[config.mk]
export PLATFORM = sky130hd
export DESIGN_NAME = draw_sprite_flat
export DESIGN_NICKNAME = d
export VERILOG_FILES = /design/src/rtl/draw_sprite_if.sv /design/src/rtl/draw_sprite.sv /design/src/flat_wrapper.sv
export SDC_FILE = /design/constraint.sdc
export NUM_CORES = 1
export LEC_CHECK = 0
export ABC_CLOCK_PERIOD_IN_PS = 2600
export CAP_MARGIN = 20
export CORE_MARGIN = 4
export CORE_UTILIZATION = 49
export CTS_BUF_LIST = sky130_fd_sc_hd__clkbuf_2
export CTS_CLUSTER_DIAMETER = 100
export DETAILED_ROUTE_END_ITERATION = 10
export PLACE_DENSITY = 0.82
export SLEW_MARGIN = 40
export SYNTH_ARGS = -nofsm -noshare
export SYNTH_HDL_FRONTEND = slang
export SYNTH_SLANG_ARGS = --single-unit
export TNS_END_PERCENT = 50
[constraint.sdc]
create_clock -name clk -period 2.6 [get_ports clk]
set_input_delay 0.39 -clock clk [delete_from_list [all_inputs] [get_ports clk]]
set_output_delay 0.39 -clock clk [all_outputs]
set_load 0.02 [all_outputs]
[src/rtl/draw_sprite_if.sv]
// VGA timing/pixel bus passed between video pipeline blocks.
interface vga_if;
  logic [10:0] hcount;
  logic [10:0] vcount;
  logic        hsync;
  logic        vsync;
  logic        hblnk;
  logic        vblnk;
  logic [11:0] rgb;

  modport in  (input  hcount, vcount, hsync, vsync, hblnk, vblnk, rgb);
  modport out (output hcount, vcount, hsync, vsync, hblnk, vblnk, rgb);
endinterface

[src/rtl/draw_sprite.sv]
// Overlays a SPRITE_W x SPRITE_H ROM sprite onto a VGA stream with a fixed 2-clk delay.
// The sprite position is latched at the start of vertical blanking, so it never tears mid-frame.
module draw_sprite #(
  parameter int          SPRITE_W  = 32,
  parameter int          SPRITE_H  = 32,
  parameter logic [11:0] KEY_COLOR = 12'hF0F
) (
  input  logic                                   clk,
  input  logic                                   rst,
  input  logic [10:0]                            xpos,
  input  logic [10:0]                            ypos,
  output logic [$clog2(SPRITE_W*SPRITE_H)-1:0]   rom_addr,
  input  logic [11:0]                            rom_data,
  vga_if.in                                      in,
  vga_if.out                                     out
);

  localparam int          AW  = $clog2(SPRITE_W*SPRITE_H);
  localparam int          XW  = $clog2(SPRITE_W);
  localparam int          YW  = AW - XW;
  localparam logic [11:0] W12 = 12'(SPRITE_W);
  localparam logic [11:0] H12 = 12'(SPRITE_H);

  function automatic logic [11:0] pick_rgb(input logic        draw,
                                           input logic [11:0] spr,
                                           input logic [11:0] bg);
    return (draw && (spr != KEY_COLOR)) ? spr : bg;
  endfunction

  logic          vblnk_p0_q;
  logic [10:0]   xpos_q, xpos_d;
  logic [10:0]   ypos_q, ypos_d;
  logic          load_p0;
  logic [11:0]   hc12, vc12, x12, y12;
  logic [XW-1:0] dx_p0;
  logic [YW-1:0] dy_p0;
  logic          inside_d;
  logic [AW-1:0] rom_addr_d;

  logic [10:0]   hcount_p1_q, vcount_p1_q;
  logic          hsync_p1_q, vsync_p1_q, hblnk_p1_q, vblnk_p1_q;
  logic [11:0]   rgb_p1_q;
  logic          inside_p1_q;
  logic [AW-1:0] rom_addr_q;

  logic [10:0]   hcount_p2_q, vcount_p2_q;
  logic          hsync_p2_q, vsync_p2_q, hblnk_p2_q, vblnk_p2_q;
  logic [11:0]   rgb_p2_q, rgb_p2_d;

  // Stage 0: position latch on vblnk rising edge, hit test and ROM address
  always_comb begin
    load_p0  = in.vblnk & ~vblnk_p0_q;
    xpos_d   = load_p0 ? xpos : xpos_q;
    ypos_d   = load_p0 ? ypos : ypos_q;
    hc12     = {1'b0, in.hcount};
    vc12     = {1'b0, in.vcount};
    x12      = {1'b0, xpos_q};
    y12      = {1'b0, ypos_q};
    inside_d = (hc12 >= x12) && (hc12 < (x12 + W12)) &&
               (vc12 >= y12) && (vc12 < (y12 + H12)) &&
               !in.hblnk && !in.vblnk;
    // SPRITE_W is a power of two, so row*W + col is a plain concatenation.
    dx_p0      = XW'(in.hcount - xpos_q);
    dy_p0      = YW'(in.vcount - ypos_q);
    rom_addr_d = inside_d ? {dy_p0, dx_p0} : '0;
  end

  // Stage 2 pixel select: ROM data arrives alongside the stage-1 registers
  always_comb begin
    rgb_p2_d = pick_rgb(inside_p1_q, rom_data, rgb_p1_q);
  end

  always_ff @(posedge clk or negedge rst) begin
    if (!rst) begin
      vblnk_p0_q  <= 1'b0;
      xpos_q      <= '0;
      ypos_q      <= '0;
      hcount_p1_q <= '0;
      vcount_p1_q <= '0;
      hsync_p1_q  <= 1'b0;
      vsync_p1_q  <= 1'b0;
      hblnk_p1_q  <= 1'b0;
      vblnk_p1_q  <= 1'b0;
      rgb_p1_q    <= '0;
      inside_p1_q <= 1'b0;
      rom_addr_q  <= '0;
      hcount_p2_q <= '0;
      vcount_p2_q <= '0;
      hsync_p2_q  <= 1'b0;
      vsync_p2_q  <= 1'b0;
      hblnk_p2_q  <= 1'b0;
      vblnk_p2_q  <= 1'b0;
      rgb_p2_q    <= '0;
    end else begin
      vblnk_p0_q  <= in.vblnk;
      xpos_q      <= xpos_d;
      ypos_q      <= ypos_d;
      // Stage 1
      hcount_p1_q <= in.hcount;
      vcount_p1_q <= in.vcount;
      hsync_p1_q  <= in.hsync;
      vsync_p1_q  <= in.vsync;
      hblnk_p1_q  <= in.hblnk;
      vblnk_p1_q  <= in.vblnk;
      rgb_p1_q    <= in.rgb;
      inside_p1_q <= inside_d;
      rom_addr_q  <= rom_addr_d;
      // Stage 2
      hcount_p2_q <= hcount_p1_q;
      vcount_p2_q <= vcount_p1_q;
      hsync_p2_q  <= hsync_p1_q;
      vsync_p2_q  <= vsync_p1_q;
      hblnk_p2_q  <= hblnk_p1_q;
      vblnk_p2_q  <= vblnk_p1_q;
      rgb_p2_q    <= rgb_p2_d;
    end
  end

  assign rom_addr   = rom_addr_q;
  assign out.hcount = hcount_p2_q;
  assign out.vcount = vcount_p2_q;
  assign out.hsync  = hsync_p2_q;
  assign out.vsync  = vsync_p2_q;
  assign out.hblnk  = hblnk_p2_q;
  assign out.vblnk  = vblnk_p2_q;
  assign out.rgb    = rgb_p2_q;

endmodule

[src/flat_wrapper.sv]
// flat-port wrapper written by rule: the top's interface ports become plain ports
module draw_sprite_flat 
#(
  parameter int          SPRITE_W  = 32,
  parameter int          SPRITE_H  = 32,
  parameter logic [11:0] KEY_COLOR = 12'hF0F
)
  (clk, rst, xpos, ypos, rom_addr, rom_data, in_hcount, in_vcount, in_hsync, in_vsync, in_hblnk, in_vblnk, in_rgb, out_hcount, out_vcount, out_hsync, out_vsync, out_hblnk, out_vblnk, out_rgb);
  vga_if in_i ();
  vga_if out_i ();
  input  logic clk;
  input  logic rst;
  input  logic [10:0] xpos;
  input  logic [10:0] ypos;
  output logic [$clog2(SPRITE_W*SPRITE_H)-1:0] rom_addr;
  input  logic [11:0] rom_data;
  input wire logic [$bits(in_i.hcount)-1:0] in_hcount;
  input wire logic [$bits(in_i.vcount)-1:0] in_vcount;
  input wire logic [$bits(in_i.hsync)-1:0] in_hsync;
  input wire logic [$bits(in_i.vsync)-1:0] in_vsync;
  input wire logic [$bits(in_i.hblnk)-1:0] in_hblnk;
  input wire logic [$bits(in_i.vblnk)-1:0] in_vblnk;
  input wire logic [$bits(in_i.rgb)-1:0] in_rgb;
  output wire logic [$bits(out_i.hcount)-1:0] out_hcount;
  output wire logic [$bits(out_i.vcount)-1:0] out_vcount;
  output wire logic [$bits(out_i.hsync)-1:0] out_hsync;
  output wire logic [$bits(out_i.vsync)-1:0] out_vsync;
  output wire logic [$bits(out_i.hblnk)-1:0] out_hblnk;
  output wire logic [$bits(out_i.vblnk)-1:0] out_vblnk;
  output wire logic [$bits(out_i.rgb)-1:0] out_rgb;
  assign in_i.hcount = in_hcount;
  assign in_i.vcount = in_vcount;
  assign in_i.hsync = in_hsync;
  assign in_i.vsync = in_vsync;
  assign in_i.hblnk = in_hblnk;
  assign in_i.vblnk = in_vblnk;
  assign in_i.rgb = in_rgb;
  assign out_hcount = out_i.hcount;
  assign out_vcount = out_i.vcount;
  assign out_hsync = out_i.hsync;
  assign out_vsync = out_i.vsync;
  assign out_hblnk = out_i.hblnk;
  assign out_vblnk = out_i.vblnk;
  assign out_rgb = out_i.rgb;
  draw_sprite #(.SPRITE_W(SPRITE_W), .SPRITE_H(SPRITE_H), .KEY_COLOR(KEY_COLOR)) u_core (.clk(clk), .rst(rst), .xpos(xpos), .ypos(ypos), .rom_addr(rom_addr), .rom_data(rom_data), .in(in_i), .out(out_i));
endmodule
==> results of run 1 <==
==> timing repair <==
action	in CTS	in global routing
endpoints found under the setup margin	0	0
hold buffers	1	0
endpoints found under the hold margin	51	0
==> critical path, cell delays in order (launching register included) <==
cell and delay, ns:
dfrtp_1 0.48, ha_1 0.24, nand3_1 0.12, xnor2_1 0.14
ha_1 0.26, a21o_1 0.18, a21oi_1 0.13, nor2_1 0.07
a2111oi_2 0.22, nand4_1 0.16, buf_4 0.20, nor2_1 0.12
==> power breakdown <==
part	internal [W]	switching [W]	total, W
clock	0.000143	0.000570	0.000713
combinational	0.000366	0.000364	0.000730
sequential	0.00181	0.0000494	0.00186
==> cell families (layout without fill, tap and decap cells) <==
| logic type | after synthesis | in the layout | share of synthesized area [%] |
|---|---|---|---|
| AND/OR/NAND/NOR | 71 | 71 | 7.53 |
| buffers and inverters | 37 | 176 | 3.41 |
| AO/OA/AOI/OAI | 66 | 66 | 9.53 |
| flip-flops | 109 | 109 | 62.9 |
| adder cells (fa/ha/maj) | 38 | 38 | 11.3 |
| multiplexers | 11 | 11 | 2.86 |
| XOR/XNOR | 12 | 12 | 2.42 |
| other | 0 | 1 | 0 |
==> cells in the final DEF (no fill, tap or decap), types with 2 or more instances in the layout <==
cell,count
dfrtp_1,109
xor2_1,2
xnor2_1,10
o21ai_0,24
clkinv_4,2
clkinv_2,2
clkdlybuf4s50_1,120
a211o_1,3
a21o_1,12
nand4b_1,2
a21oi_1,15
nand4_1,4
nor2_1,11
mux2_2,11
buf_4,9
inv_1,30
nand2_1,35
nor3_1,3
inv_6,2
ha_1,36
clkbuf_2,9
fa_1,2
nand3_1,9
==> layer usage <==
| layer | global-route usage (%) | part of all wire [%] | wire length, um |
|---|---|---|---|
| met2 | 32.3 | 49 | 4530 |
| met5 | 0 | 0 | 0 |
| met3 | 4.64 | 7.7 | 715 |
| met1 | 23.4 | 41 | 3840 |
| met4 | 8.17 | 2.3 | 212 |
==> final timing paths <==
check / start / endpoint / slack [ns] / cells past startpoint
min in group asynchronous: rst / u_core.rgb_p1_q[3] / 0.32 / 2
max in group asynchronous: rst / u_core.rom_addr[5] / 1.51 / 3
worst max-delay path: u_core.xpos_q[5] / u_core.rom_addr[3] / 0.25 / 11
worst min register to register: u_core.hcount_p1_q[1] / u_core.out.hcount[1] / 0.37 / 0
worst min-delay path: in_rgb[3] / u_core.rgb_p1_q[3] / 0.18 / 1
worst max register to register: u_core.xpos_q[5] / u_core.rom_addr[3] / 0.25 / 11
==> state kept, by name, indices dropped and copies added, names as in the netlist, 10 cells and up <==
register / cells
u_core.rom_addr: 10
u_core.out.hcount: 11
u_core.out.rgb: 12
u_core.ypos_q: 11
u_core.vcount_p1_q: 11
u_core.rgb_p1_q: 12
u_core.hcount_p1_q: 11
u_core.xpos_q: 11
u_core.out.vcount: 11
==> final cells by class <==
| class | count | area, um^2 |
|---|---|---|
| diodes | 1 | 2.50 |
| repair buffers | 130 | 1280 |
| flip-flops and latches | 109 | 2730 |
| multi-input cells | 198 | 1460 |
| clock buffers | 9 | 45.0 |
| inverters | 30 | 113 |
| fillers | 687 | 2860 |
| well taps | 108 | 135 |
| clock inverters | 7 | 56.3 |
==> metrics by stage <==
step	setup TNS (ns)	instances
after floorplan	0	344
after global placement	-0.372	574
after detailed placement	-0.704	574
after CTS	0	591
after global routing	0	591
final	0	592
==> impl_metrics.tcl, run 1 <==
set metrics [dict create \
    status "finished, final reports clean" \
    cts_resized 0 \
    wirelength_mm 9.30 \
    synth.avg_cell_area_um2 12.6 \
    async_flop_share_pct 100 \
    grt_max_degree 55 \
    cp.required_ns 3.12 \
    finalPower_w 0.00330 \
    netlist_area_um2 4330 \
    grtUsageTotal_pct 19.1 \
    cts_tree "done" \
    io_buffers 121 \
    cts-buffers-inserted 9 \
    antenna_found_initial 0 \
    cts-htree-levels 3 \
    die_area_um2 10400 \
    cts.clk_slew.worst_paths_ns 0.31 \
    area_growth_pct 34.3 \
    vias 2994 \
    synth_commonest_cells "109 x dfrtp_1, 36 x ha_1, 35 x nand2_1, 30 x inv_1, 24 x o21ai_0" \
    die_x_um 102 \
    synthCells 344 \
    syn_nets 456 \
    synth-edff-count 0 \
    vdd_ir_drop_max_mv 0.247 \
    yosys-top-cells-area "dfrtp_1 63%, ha_1 10%, nand2_1 3.0%, mux2_2 2.9%, o21ai_0 2.8%" \
    critPathCaptureType "register" \
    gp_congestion 0.804 \
    cts_max_path_buffers 2 \
    leakage_nw 2.66 \
    setup_viol 0 \
    ioPinCount 122 \
    final_area_um2 5820 \
    fmax_mhz 425 \
    nNetsFinal 590 \
    rsz0062_at_grt "false" \
    drive_above_1_share_pct 8.07 \
    hold_class "input pin to register" \
    worst_pin_slew_ns 0.661 \
    pre_cts_ws_ns -0.0951 \
    yosysSeqAreaShare_pct 62.9 \
    final.period_utilization_pct 90.5 \
    maxSlewViolCount 0 \
    first_pass_iters 4 \
    max-slew-margin-rel_pct 55.9 \
    drt-initial-drc-count 136 \
    synth_top_area_share_pct 62.9 \
    critPathArrivalTime_ns 2.87 \
    dp_hpwl_mm 7.24 \
    timing.final.hold_violations 0 \
    grt_pass1_vias 3173 \
    clkSinkCount 109 \
    ys.flop_type "dfrtp_1" \
    initial_core_util_pct 49.9 \
    critical_path_class "register to register" \
    synth.most_common_cell "dfrtp_1" \
    post_cts_buffers 0 \
    viasPerCell 5.06 \
    core_um2 8680 \
    ant_nets 0 \
    placed_cell_area_um2 5710 \
    grt_pass1_wl_mm 15.2 \
    insertion_delay_ns 0.59 \
    ys_ff_latch 109 \
    worst_hold_slack_ns 0.184 \
    crit_path_start_kind "register" \
    placementRows 34 \
    critPathMaxFanout 10 \
    p_per_area_nw_per_um2 567 \
    yosysWarnings 0 \
    clock-root-buffer "clkbuf_2" \
    post-route-util_pct 67.1 \
    drt-wirelength-per-cell_um 15.7 \
    setup_ws_ns 0.247 \
    maxCapViolCount 0 \
    synth.largest_area_cell "dfrtp_1" \
    drc_errors 0 \
    synth.distinct_cells 38 \
    die_y_um 102 \
    layout_min_cycle_time_ns 2.35 \
    overflow 0 \
    finalClockSkew_ns 0.0397 \
]
Note: power is estimated with default switching activity, not from simulation.
==> inputs of run 2 (changes only) <==
CAP_MARGIN = 15   (was 20)
CORE_UTILIZATION = 25   (was 49)
PLACE_DENSITY = not set   (was 0.82)
==> run 2 against run 1 <==
Compared with the run above: register-to-register slack worse by 0.16 ns; total power is 3.7% higher; combinational power is 5.9% higher; critical path type unchanged; clock skew grew 0.0071 ns; core utilization decreased by 31 points.
==> impl_metrics.tcl, run 2 (same netlist as run 1, synthesis figures left out) <==
set metrics [dict create \
    clkSinkCount 109 \
    drive_above_1_share_pct 11.6 \
    die_y_um 140 \
    hold_class "input pin to register" \
    dp_cells 693 \
    critPathMaxFanout 5 \
    insertion_delay_ns 0.63 \
    status "finished, final reports clean" \
    grt_max_degree 47 \
    vdd_ir_drop_max_mv 0.204 \
    cp.required_ns 3.16 \
    cts-buffers-inserted 9 \
    clock-root-buffer "clkbuf_2" \
    cts.clk_slew.worst_paths_ns 0.29 \
    maxSlewViolCount 0 \
    initial_core_util_pct 25.9 \
    nNetsFinal 600 \
    core_um2 16800 \
    mostFrequentLayoutCell "clkdlybuf4s50_1" \
    io_buffers 121 \
    die_area_um2 19500 \
    ant_nets 0 \
    placementRows 47 \
    final_area_um2 6110 \
    finalClockSkew_ns 0.0468 \
    overflow 0 \
    vias 2994 \
    worst_pin_slew_ns 0.546 \
    antenna_found_initial 2 \
    leakage_nw 2.72 \
    setup_viol 0 \
    timing.final.hold_violations 0 \
    grt_pass1_wl_mm 17.0 \
    p_per_area_nw_per_um2 560 \
    final.period_utilization_pct 96.7 \
    dp_hpwl_mm 8.19 \
    grt_pass1_vias 3305 \
    cts-htree-levels 3 \
    drt-initial-drc-count 96 \
    ioPinCount 122 \
    critical_path_class "register to register" \
    nFillCells 1659 \
    area_growth_pct 41.1 \
    layout_min_cycle_time_ns 2.51 \
    worst_hold_slack_ns 0.157 \
    first_pass_iters 4 \
    instances_no_fill 714 \
    critPathArrivalTime_ns 3.07 \
    cts_max_path_buffers 2 \
    placed_cell_area_um2 5920 \
    viasPerCell 4.19 \
    critPathCaptureType "register" \
    wirelength_mm 10.3 \
    maxCapViolCount 0 \
    cts_tree "done" \
    drt-wirelength-per-cell_um 14.4 \
    grtUsageTotal_pct 11.1 \
    mostFrequentLayoutCells "120 x clkdlybuf4s50_1, 109 x dfrtp_1, 35 x nand2_1, 35 x ha_1, 30 x inv_1" \
    gp_congestion 0.781 \
    rsz0062_at_grt "true" \
    fmax_mhz 398 \
    crit_path_start_kind "register" \
    drc_errors 0 \
    max-slew-margin-rel_pct 63.6 \
    die_x_um 140 \
]
[run 2: cell types whose count changed in the layout (fill, tap and decap cells not counted), sizes merged]
cell / before / now
buf: 9 / 19
inv: 33 / 31
bufinv: 0 / 1
clkinvlp: 0 / 1
[run 2: worst max-delay path, stage by stage (launching register included)]
cell       delay (ns)
dfrtp_1          0.45
ha_2             0.21
nand3_2          0.10
xnor2_1          0.14
ha_1             0.31
a21o_1           0.19
a21oi_2          0.14
nor2_2           0.06
a2111oi_4        0.32
nand4_1          0.23
buf_4            0.22
nor2_1           0.10
[run 2: metrics by stage]
stage	total power, W	setup slack [ns]	util, %	TNS, ns
CTS	0.00349	0.0610	36.1	0
finish	0.00342	0.0871	36.5	0
global placement	0.00262	-0.171	35.3	-1.69
global route	0.00367	-0.138	36.5	-1.17
floorplan	0.00228	0.490	-	0
detailed placement	0.00265	-0.244	35.3	-2.37
[run 2: layout make-up]
class | instances | area, um^2 | share of cell area (%)
sequential | 109 | 2730 | 44.6
inverter | 30 | 113 | 1.84
multi-input combinational | 198 | 1510 | 24.7
antenna | 1 | 2.50 | 0.0409
clock inverter | 7 | 75.1 | 1.23
timing repair buffer | 140 | 1370 | 22.3
tap | 220 | 275 | 4.50
clock buffer | 9 | 45.0 | 0.737
[run 2: repair_timing]
| item | 4_1_cts | 5_1_grt |
|---|---|---|
| gates resized for setup | 0 | 10 |
| setup endpoints to repair | 0 | 10 |
| buffers inserted | 0 | 3 |
| hold endpoints to repair | 38 | 0 |
| hold buffers | 1 | 0 |
[run 2: report_power, final]
group | internal, W | leakage (nW) | total [W] | switching, W
Clock | 0.000228 | 0.0714 | 0.000792 | 0.000564
Combinational | 0.000388 | 1.34 | 0.000773 | 0.000385
Sequential | 0.00181 | 1.31 | 0.00186 | 0.0000501
Total | 0.00242 | 2.72 | 0.00342 | 0.00100
[run 2: path summary, 6_finish.rpt]
check	from	endpoint	slack [ns]	cells after the start
setup / recovery	u_core.xpos_q[5]	u_core.rom_addr[7]	0.09	11
hold / removal	in_hsync	u_core.hsync_p1_q	0.16	1
setup reg to reg	u_core.xpos_q[5]	u_core.rom_addr[7]	0.09	11
hold reg to reg	u_core.hblnk_p1_q	u_core.out.hblnk	0.36	0
max in group asynchronous	rst	u_core.xpos_q[3]	1.61	3
min in group asynchronous	rst	u_core.out.vcount[6]	0.21	2
[run 2: routing by layer]
metal / vias up / share of wire, % / track usage (%)
li1: 1457 / - / -
met1: 1440 / 39 / 12.4
met2: 75 / 52 / 19.5
met3: 20 / 5.6 / 3.46
met4: 2 / 2.4 / 5.00
met5: - / 0.068 / 0
